<file path="src/rtl/delay_pulse.sv">
// Runtime-programmable strobe delay: pending pulses are held as a FIFO of
// target timestamps against a free-running timer, emitted in order on q.
module delay_pulse #(
   parameter int DEPTH = 4,
   parameter int DW    = 8
) (
   input  logic                       clk,
   input  logic                       rst_n,
   input  logic [DW-1:0]              delay,
   input  logic                       d,
   input  logic                       ovf_clr,
   output logic                       q,
   output logic [$clog2(DEPTH):0]     pending,
   output logic                       ovf
);

   localparam int AW = $clog2(DEPTH);
   localparam int PW = AW + 1;

   logic [DW-1:0] tmr;
   logic [DW-1:0] mem [DEPTH];
   logic [AW-1:0] wr_ptr, rd_ptr;
   logic          full, pop, push, drop;

   assign full = (pending == PW'(DEPTH));
   assign pop  = (pending != '0) && (mem[rd_ptr] == tmr);
   // a pop frees the head slot this cycle, so a full FIFO still accepts
   assign push = d && (!full || pop);
   assign drop = d && full && !pop;

   // +1 makes the head compare start at n+1, so D=2^DW-1 is still reachable
   always_ff @(posedge clk) begin
      if (push) mem[wr_ptr] <= tmr + delay + DW'(1);
   end

   always_ff @(posedge clk or negedge rst_n) begin
      if (!rst_n) begin
         tmr     <= '0;
         wr_ptr  <= '0;
         rd_ptr  <= '0;
         pending <= '0;
         q       <= 1'b0;
         ovf     <= 1'b0;
      end else begin
         tmr     <= tmr + DW'(1);
         q       <= pop;
         pending <= pending + PW'(push) - PW'(pop);
         if (push) wr_ptr <= wr_ptr + AW'(1);
         if (pop)  rd_ptr <= rd_ptr + AW'(1);
         if (drop)         ovf <= 1'b1;
         else if (ovf_clr) ovf <= 1'b0;
      end
   end

endmodule

</file>
<file path="config.mk">
export PLATFORM = sky130hd
export DESIGN_NAME = delay_pulse
export DESIGN_NICKNAME = d
export VERILOG_FILES = /design/src/rtl/delay_pulse.sv
export SDC_FILE = /design/constraint.sdc
export NUM_CORES = 1
export LEC_CHECK = 0
export CAP_MARGIN = 10
export CORE_MARGIN = 3
export CORE_UTILIZATION = 40
export CTS_CLUSTER_SIZE = 8
export DETAILED_ROUTE_END_ITERATION = 10
export GPL_ROUTABILITY_DRIVEN = 1
export HOLD_SLACK_MARGIN = 0.15
export PLACE_DENSITY = 0.57
export SLEW_MARGIN = 20
export SYNTH_ARGS = -nofsm -noshare
export SYNTH_HDL_FRONTEND = slang
export SYNTH_SLANG_ARGS = --single-unit
</file>
<file path="constraint.sdc">
create_clock -name clk -period 2.55 [get_ports clk]
set_clock_uncertainty 0.1 [all_clocks]
set_input_delay 0.6375 -clock clk [delete_from_list [all_inputs] [get_ports clk]]
set_output_delay 0.6375 -clock clk [all_outputs]
set_load 0.01 [all_outputs]
</file>
# --- Yosys cells after proc, flatten, opt, wreduce, memory -nomap -nowiden ---
# Memories as Yosys holds them, arrays and structs flattened.
# Index checks and enable logic that the tools add are counted.
word_totals:
  ff_bits: 17
  mem_bits_rw: 32
  inputBits: 12
  output_inout_bits: 5
  wordCells: 29
  memories: 1
mem_list:
  columns: ["name", "words", "word_bits", "rd", "rd_clocked_by_memory_dff", "write_ports", "line", "text"]
  rows:
  - ["mem", 4, 8, 1, 0, 1, "21", "logic [DW-1:0] mem [DEPTH];"]
classes:
  addsub: 7
  n_eq_ne: 2
  muxes: 4
  reduce_logical: 9
ops:
  columns: ["op", "count"]
  rows:
  - ["$add 8x1->8 const B", 2]
  - ["$add 8x8->8", 1]
  - ["$eq 8x8->1", 1]
  - ["$add 2x1->2 const B", 2]
  - ["$logic_and 1x1->1", 4]
  - ["$mux 1", 4]
  - ["$add 3x1->3", 1]
  - ["$eq 3x3->1 const B", 1]
  - ["$reduce_bool 3->1", 1]
  - ["$sub 3x1->3", 1]
  - ["$logic_not 1->1", 2]
  - ["$reduce_bool 2->1", 1]
  - ["$logic_or 1x1->1", 1]

# --- Depth between registers and ports, before layout ---
# An unclocked memory read counts as a cell.
logic_depth:
  depth_word: 7
  ltp_mapped: 12
  mapped_depth_nobuf: 11

# --- Least setup slack after synthesis ---
# No wires, ideal clock.
synth_path:
  path_type: "register to register"
  from: "register rd_ptr[0]"
  to: "register pending[2]"
  arrival_ns: 2.557
  setup_slack_ns: -0.237
  stages_incl_launch_ff: 13
  path_cell_list: "dfrtp_1 -> buf_6 -> mux4_2 -> xnor2_1 -> nand4_1 -> nor2_4 -> o31a_2 -> a22o_1 -> ha_1 -> inv_1 -> fa_1 -> xnor2_1 -> xnor2_1"
synth_between:
  elab_chain_cells: 7
synth_lines:
  columns: ["element", "line", "text"]
  rows:
  - ["start: declaration", "22", "logic [AW-1:0] wr_ptr, rd_ptr;"]
  - ["start signal: assignment", "49", "if (pop) rd_ptr <= rd_ptr + AW'(1);"]
  - ["$mem_v2 4x8 *", null, null]
  - ["$eq 8x8->1 *", "26", "assign pop = (pending != '0) && (mem[rd_ptr] == tmr);"]
  - ["$logic_and 1x1->1 *", "26", null]
  - ["named net pop", "23", "logic full, pop, push, drop;"]
  - ["$logic_or 1x1->1", "28", "assign push = d && (!full || pop);"]
  - ["$logic_and 1x1->1", "28", null]
  - ["$add 3x1->3", "47", "pending <= pending + PW'(push) - PW'(pop);"]
  - ["$sub 3x1->3 *", "47", null]
  - ["end signal: assignment", "47", null]
  - ["end: declaration", "13", "output logic [$clog2(DEPTH):0] pending,"]
# Mark *: on every way through the listed nets, which the timed path passes. The rest lies on a longest branch.
# A chain may end at the register's enable or synchronous reset.

# --- Worst setup path after layout ---
# Ends and elaborated chain as after synthesis.

==> results.cfg <==
[logic_synthesis]
yosys.area_share.simple_pct = 5.844
synth_top_area_cell = edfxtp_1
synth_xor_area_share_pct = 9.470
yosysUniqueCellTypes = 31
synthMuxAreaShare_pct = 8.442
yosysWarnings = 0
synthAdderAreaFrac_pct = 8.766
syn_inst = 157
yosys.area.top_type_share_pct = 41.56
ys_ff_latch = 49
syn_area_um2 = 2312
netlist_top_cells_area = edfxtp_1, dfrtp_1, xnor2_1
syn_area_per_cell_um2 = 14.73
synth_compound_area_share_pct = 4.221
synth_fp_nets = 184
ys_seq_area_share_pct = 59.96
synth_top_family_by_area = XOR/XNOR gates

[power_and_ir_drop]
ir_worst_vdd_mv = 0.4728
p_leak_nw = 1.136
p_per_area_nw_per_um2 = 821.0

[route]
drtAntennaViolNets = 0
dr.pass1.iters = 3
vias = 1324
drt-wirelength-per-cell_um = 15.98
routed_wl_um = 4346
routed.top_layer = met4
vias_per_cell = 4.868
drc = 0
initialDrtViolationCount = 101
met2_length_um = 2139
wl_met1_um = 1996
wl_met3_um = 126

[final_layout]
final_cells = 272
layout_common_cells = edfxtp_1, dfrtp_1, inv_1, clkdlybuf4s50_1
n_fill_cell = 490
final_nets = 226
area_delta_synth_final_pct = 24.46
layout_commonest_cell = edfxtp_1
layout-drive-gt1-share_pct = 27.00
antennaDiodeCount = 0

[clock_tree]
cts_tree = done
clk_path_buf_depth = 2
clk_latency_ps = 300
cts_max_level = 2
clk_pin_slew_ps = 90
cts_root_buffer = clkbuf_8
numClockSinks = 49
cts.hold.buffers_added = 0
numCtsBuffers = 5

[timing]
rsz0062_at_grt = true
layout_setup_ws_ps = -327.9
post-route-period-util_pct = 112.9
fin_tns_setup_ps = -640.7
setup_viol = 2
max_freq_ghz = 0.3475
post-route-min-period_ps = 2878
max_slew.worst_pin.slew_ps = 468.4
hold_viol = 0
drv_slew = 0
max_slew_margin_pct = 68.77
hold_ws_ps = 437.1

[run_status]
status = finished, violations left
failed_checks = negative setup slack

[floorplanning]
die-height_um = 82.03
row_count = 27
die_w_um = 82.03
die_area_um2 = 6729
start_util_pct = 41.73
coreArea_um2 = 5540
io_pins = 17

[setup_path]
max_stage_delay_ps = 530
crit_required_ps = 2630
r2r_slack_ps = -330
reg2regPathDepth = 12
r2r-end = pending[2]$_DFF_PN0_
path_buf_inv = 2
r2r_start = rd_ptr[0]$_DFFE_PN0N_
cp_max_fo = 4
cp-endpoint = pending[2]$_DFF_PN0_
cp_slowest_cell = mux4_2
crit_arrival_ps = 2960
cp-startpoint = rd_ptr[0]$_DFFE_PN0N_
path_class = reg2reg
cp_num_cells = 12
start_kind = flop
cp_cell_sequence = buf_6, mux4_2, xnor2_2, nand4_1, nor2_4, o31a_2, a22o_1, ha_1, inv_1, fa_2, xnor2_2, xnor2_1
worstSetupEndpointType = flop
path_common_cell = xnor2_2
critPathTopFamily = multiplexers

[hold_path]
hp-class = reg2reg

[placement]
place_congestion = 0.7039
placed_cells = 264
place_ws_ps = -390.0
port_buffers = 16
hpwlAfterDp_um = 3279

[global_routing]
grt_max_degree = 18
grt_usage_pct = 14.61
antenna_found_initial = 0
overflow = 0
grt_pass1_wl_um = 7024
grt_pass1_vias = 1393

[job]
maxCapViolCount = 0
-- cells in the mapped netlist --
master,instances
xnor2_1,21
mux2_4,1
nand3_1,3
edfxtp_1,32
nor2_4,1
o31a_2,1
nor2b_1,2
mux4_2,8
nand4_1,3
nor3_1,1
o21ai_0,3
buf_6,1
or2_2,1
ha_1,13
inv_1,16
nor2_1,7
and2_1,1
o21ai_2,1
a22o_1,1
o21bai_1,1
o22ai_1,1
and3_1,1
nand2_1,5
and4_1,1
fa_1,2
dfrtp_1,17
clkbuf_2,1
a21oi_1,5
a21boi_0,1
o311ai_1,1
xor2_1,4
-- cell families (layout without fill, tap and decap cells) --
| logic type | Yosys count | count (layout) |
|---|---|---|
| flops | 49 | 49 |
| simple gates | 26 | 26 |
| xor+xnor | 25 | 25 |
| buf+inv | 18 | 61 |
| fa+ha+maj | 15 | 15 |
| compound gates | 15 | 15 |
| mux | 9 | 9 |
-- where the power goes --
part | switching [mW] | internal (mW) | total [mW]
sequential | 0.108 | 1.03 | 1.14
combinational | 0.346 | 0.437 | 0.783
clock | 0.253 | 0.190 | 0.443
-- per-stage QoR --
| step | util (%) | area, um^2 | power (mW) |
|---|---|---|---|
| floorplan | - | 2315 | 1.586 |
| global placement | 48.85 | 2706 | 1.835 |
| detailed placement | 48.85 | 2706 | 1.879 |
| CTS | 51.08 | 2830 | 2.369 |
| global route | 51.94 | 2878 | 2.512 |
| finish | 51.94 | 2878 | 2.363 |
-- repair_timing --
action                                 in CTS  in global routing
buffers inserted                            0                  0
endpoints found under the hold margin       0                  0
setup endpoints to repair                  42                 47
pin swaps                                   1                  3
gates resized for setup                     7                 14
-- cell type report --
cell class | instances | area (um^2) | share of cell area [%]
clock buffer | 5 | 68.82 | 2.391
clock inverter | 3 | 17.52 | 0.6087
tap | 72 | 90.09 | 3.130
timing repair buffer | 37 | 340.3 | 11.83
multi-input combinational | 90 | 914.6 | 31.78
inverter | 16 | 60.06 | 2.087
sequential | 49 | 1386 | 48.17
-- metal layers --
layer	track usage, %	up-vias
li1	-	638
met1	19.53	664
met2	22.86	15
met3	3.728	7
met4	5.648	0
met5	0	-
-- registers in the layout, summed over array words and instances (netlist names) --
| name | flops |
|---|---|
| mem | 32 |
| pending | 3 |
| wr_ptr | 2 |
| ovf | 1 |
| tmr | 8 |
| q | 1 |
| rd_ptr | 2 |
-- how the worst min path moves through the flow --
stage	from	endpoint	cells past startpoint
3_5_place_dp	wr_ptr[0]$_DFFE_PN0P_	wr_ptr[0]$_DFFE_PN0P_	1
4_1_cts	wr_ptr[0]$_DFFE_PN0P_	wr_ptr[0]$_DFFE_PN0P_	1
5_1_grt	ovf$_DFFE_PN0P_	ovf$_DFFE_PN0P_	2
3_3_place_gp	wr_ptr[0]$_DFFE_PN0P_	wr_ptr[0]$_DFFE_PN0P_	1
6_report	wr_ptr[0]$_DFFE_PN0P_	wr_ptr[0]$_DFFE_PN0P_	1
2_1_floorplan	rst_n	ovf$_DFFE_PN0P_	0
Power figures use the tool's default switching activity.
==> variant (same flow settings) <==
Put one more register stage on the output `ovf`, without a reset. The value now appears one clock later. The other outputs are not delayed to match.
--- a/src/rtl/delay_pulse.sv
+++ b/src/rtl/delay_pulse.sv
@@ -18,2 +18,4 @@
    localparam int PW = AW + 1;
+
+   logic ovf_s0;
 
@@ -42,3 +44,3 @@
          q       <= 1'b0;
-         ovf     <= 1'b0;
+         ovf_s0  <= 1'b0;
       end else begin
@@ -49,5 +51,9 @@
          if (pop)  rd_ptr <= rd_ptr + AW'(1);
-         if (drop)         ovf <= 1'b1;
-         else if (ovf_clr) ovf <= 1'b0;
+         if (drop)         ovf_s0 <= 1'b1;
+         else if (ovf_clr) ovf_s0 <= 1'b0;
       end
+   end
+
+   always_ff @(posedge clk) begin
+      ovf <= ovf_s0;
    end
Check against the original RTL: not equivalent (a bounded check fails within 10 cycles, from zero or initial values and one cycle with rst_n low).
==> variant against the unedited design <==
Sequential cell count increased by 1. Non-clock buffer count increased by 1. The run still ends with setup timing left. Total power increased by 1.9%. Die area increased by 0.81%. Design area increased by 1.9%. Routed wire length increased by 0.69%. Largest cell class unchanged. Via count increased by 1.2%. Synthesized area increased by 0.87%. Utilization increased by 0.65 points. Setup slack got worse by 0.031 ns. Critical endpoint unchanged. Synthesized cell count increased by 0.64%.
==> variant: results (changes against the unedited design) <==
[detailed_routing]
post_drt_wl_per_cell_um=15.97  ; was 15.98 um
drt_wl_total_mm=4.376  ; was 4.346 mm
drtPass1Iterations=4  ; was 3

[finish]
fillers=498  ; was 490
final_nets=228  ; was 226
drive_gt1_frac=0.2822  ; was 0.2700

[global_route]
met2_usage=0.2324  ; was 0.2286
met1_usage=0.1865  ; was 0.1953
grt_pass1_vias=1391  ; was 1,393

[yosys]
syn-instance-count=158  ; was 157
ys_seq_elements=50  ; was 49
syn-num-nets=185  ; was 184
async_flop_share=0.3400  ; was 0.3469
synth_cell_type_count=32  ; was 31
yosysSeqAreaShare=0.6030  ; was 0.5996

[timing]
setup_violations=2  ; unchanged
relSlewSlack=0.7285  ; was 0.6877
worst_slack_ns=-0.3594  ; was -0.3279 ns

[pwr]
leakage_nw=1.150  ; was 1.136 nW
ir_drop_mv=0.4340  ; was 0.4728 mV

[critical_path]
crit_arrival_ns=2.99  ; was 2.96 ns
r2r_slack_ns=-0.36  ; was -0.33 ns

[place]
dp.cells=267  ; was 264
dpl_worst_slack_ns=-0.4145  ; was -0.3900 ns

[outcome]
violations=setup timing  ; unchanged
status=complete, but fails checks  ; unchanged

[variant: changes by cell type after synthesis, sizes merged]
| cell | delta |
|---|---|
| dfxtp | +1 |
[variant: how the worst min path moves through the flow]
stage	from	endpoint	slack [ns]	cells past startpoint
floorplan	rst_n	ovf_s0$_DFFE_PN0P_	0.24	0
global placement	ovf_s0$_DFFE_PN0P_	ovf$_DFF_P_	0.26	0
detailed placement	ovf_s0$_DFFE_PN0P_	ovf$_DFF_P_	0.27	0
CTS	ovf_s0$_DFFE_PN0P_	ovf$_DFF_P_	0.30	0
global route	ovf_s0$_DFFE_PN0P_	ovf$_DFF_P_	0.31	0
finish	ovf_s0$_DFFE_PN0P_	ovf$_DFF_P_	0.29	0
[variant: cells by family after synthesis]
logic type               count (synthesis)  share of synthesized area
buffers and inverters                   18                    0.03272
XOR/XNOR                                25                    0.09388
AND/OR/NAND/NOR                         26                    0.05794
adder cells (fa/ha/maj)                 15                    0.08691
flip-flops                              50                     0.6030
AO/OA/AOI/OAI                           15                    0.04185
multiplexers                             9                    0.08369
[variant: power by group]
| part | switching, mW | internal (mW) |
|---|---|---|
| Sequential | 0.115 | 1.05 |
| Combinational | 0.357 | 0.457 |
| Clock | 0.239 | 0.189 |
[variant: cell type report]
cell class              count  area share
clock buffers               6     0.02475
clock inverters             2    0.002988
inverters                  16     0.02049
multi-input cells          90      0.3197
flip-flops and latches     50      0.4797
well taps                  72     0.03073
repair buffers             38      0.1216
[variant: what timing repair did]
item,CTS,global route
cloned,0,0
setup endpoints to repair,39,48
resized for setup,15,8
pin swaps,5,6
[variant: stage by stage]
stage          area (um2)  TNS (ns)
2_1_floorplan        2335   -0.3548
6_report             2932   -0.6476
5_1_grt              2932    -3.821
3_5_place_dp         2754    -9.833
3_3_place_gp         2754    -8.590
4_1_cts              2904    -1.126
[variant: routing by layer]
layer  share of wire  vias to the layer above
met2            0.50                       23
li1                -                      648
met3           0.037                        8
met4           0.019                        0
met1            0.44                      661
met5               0                        -
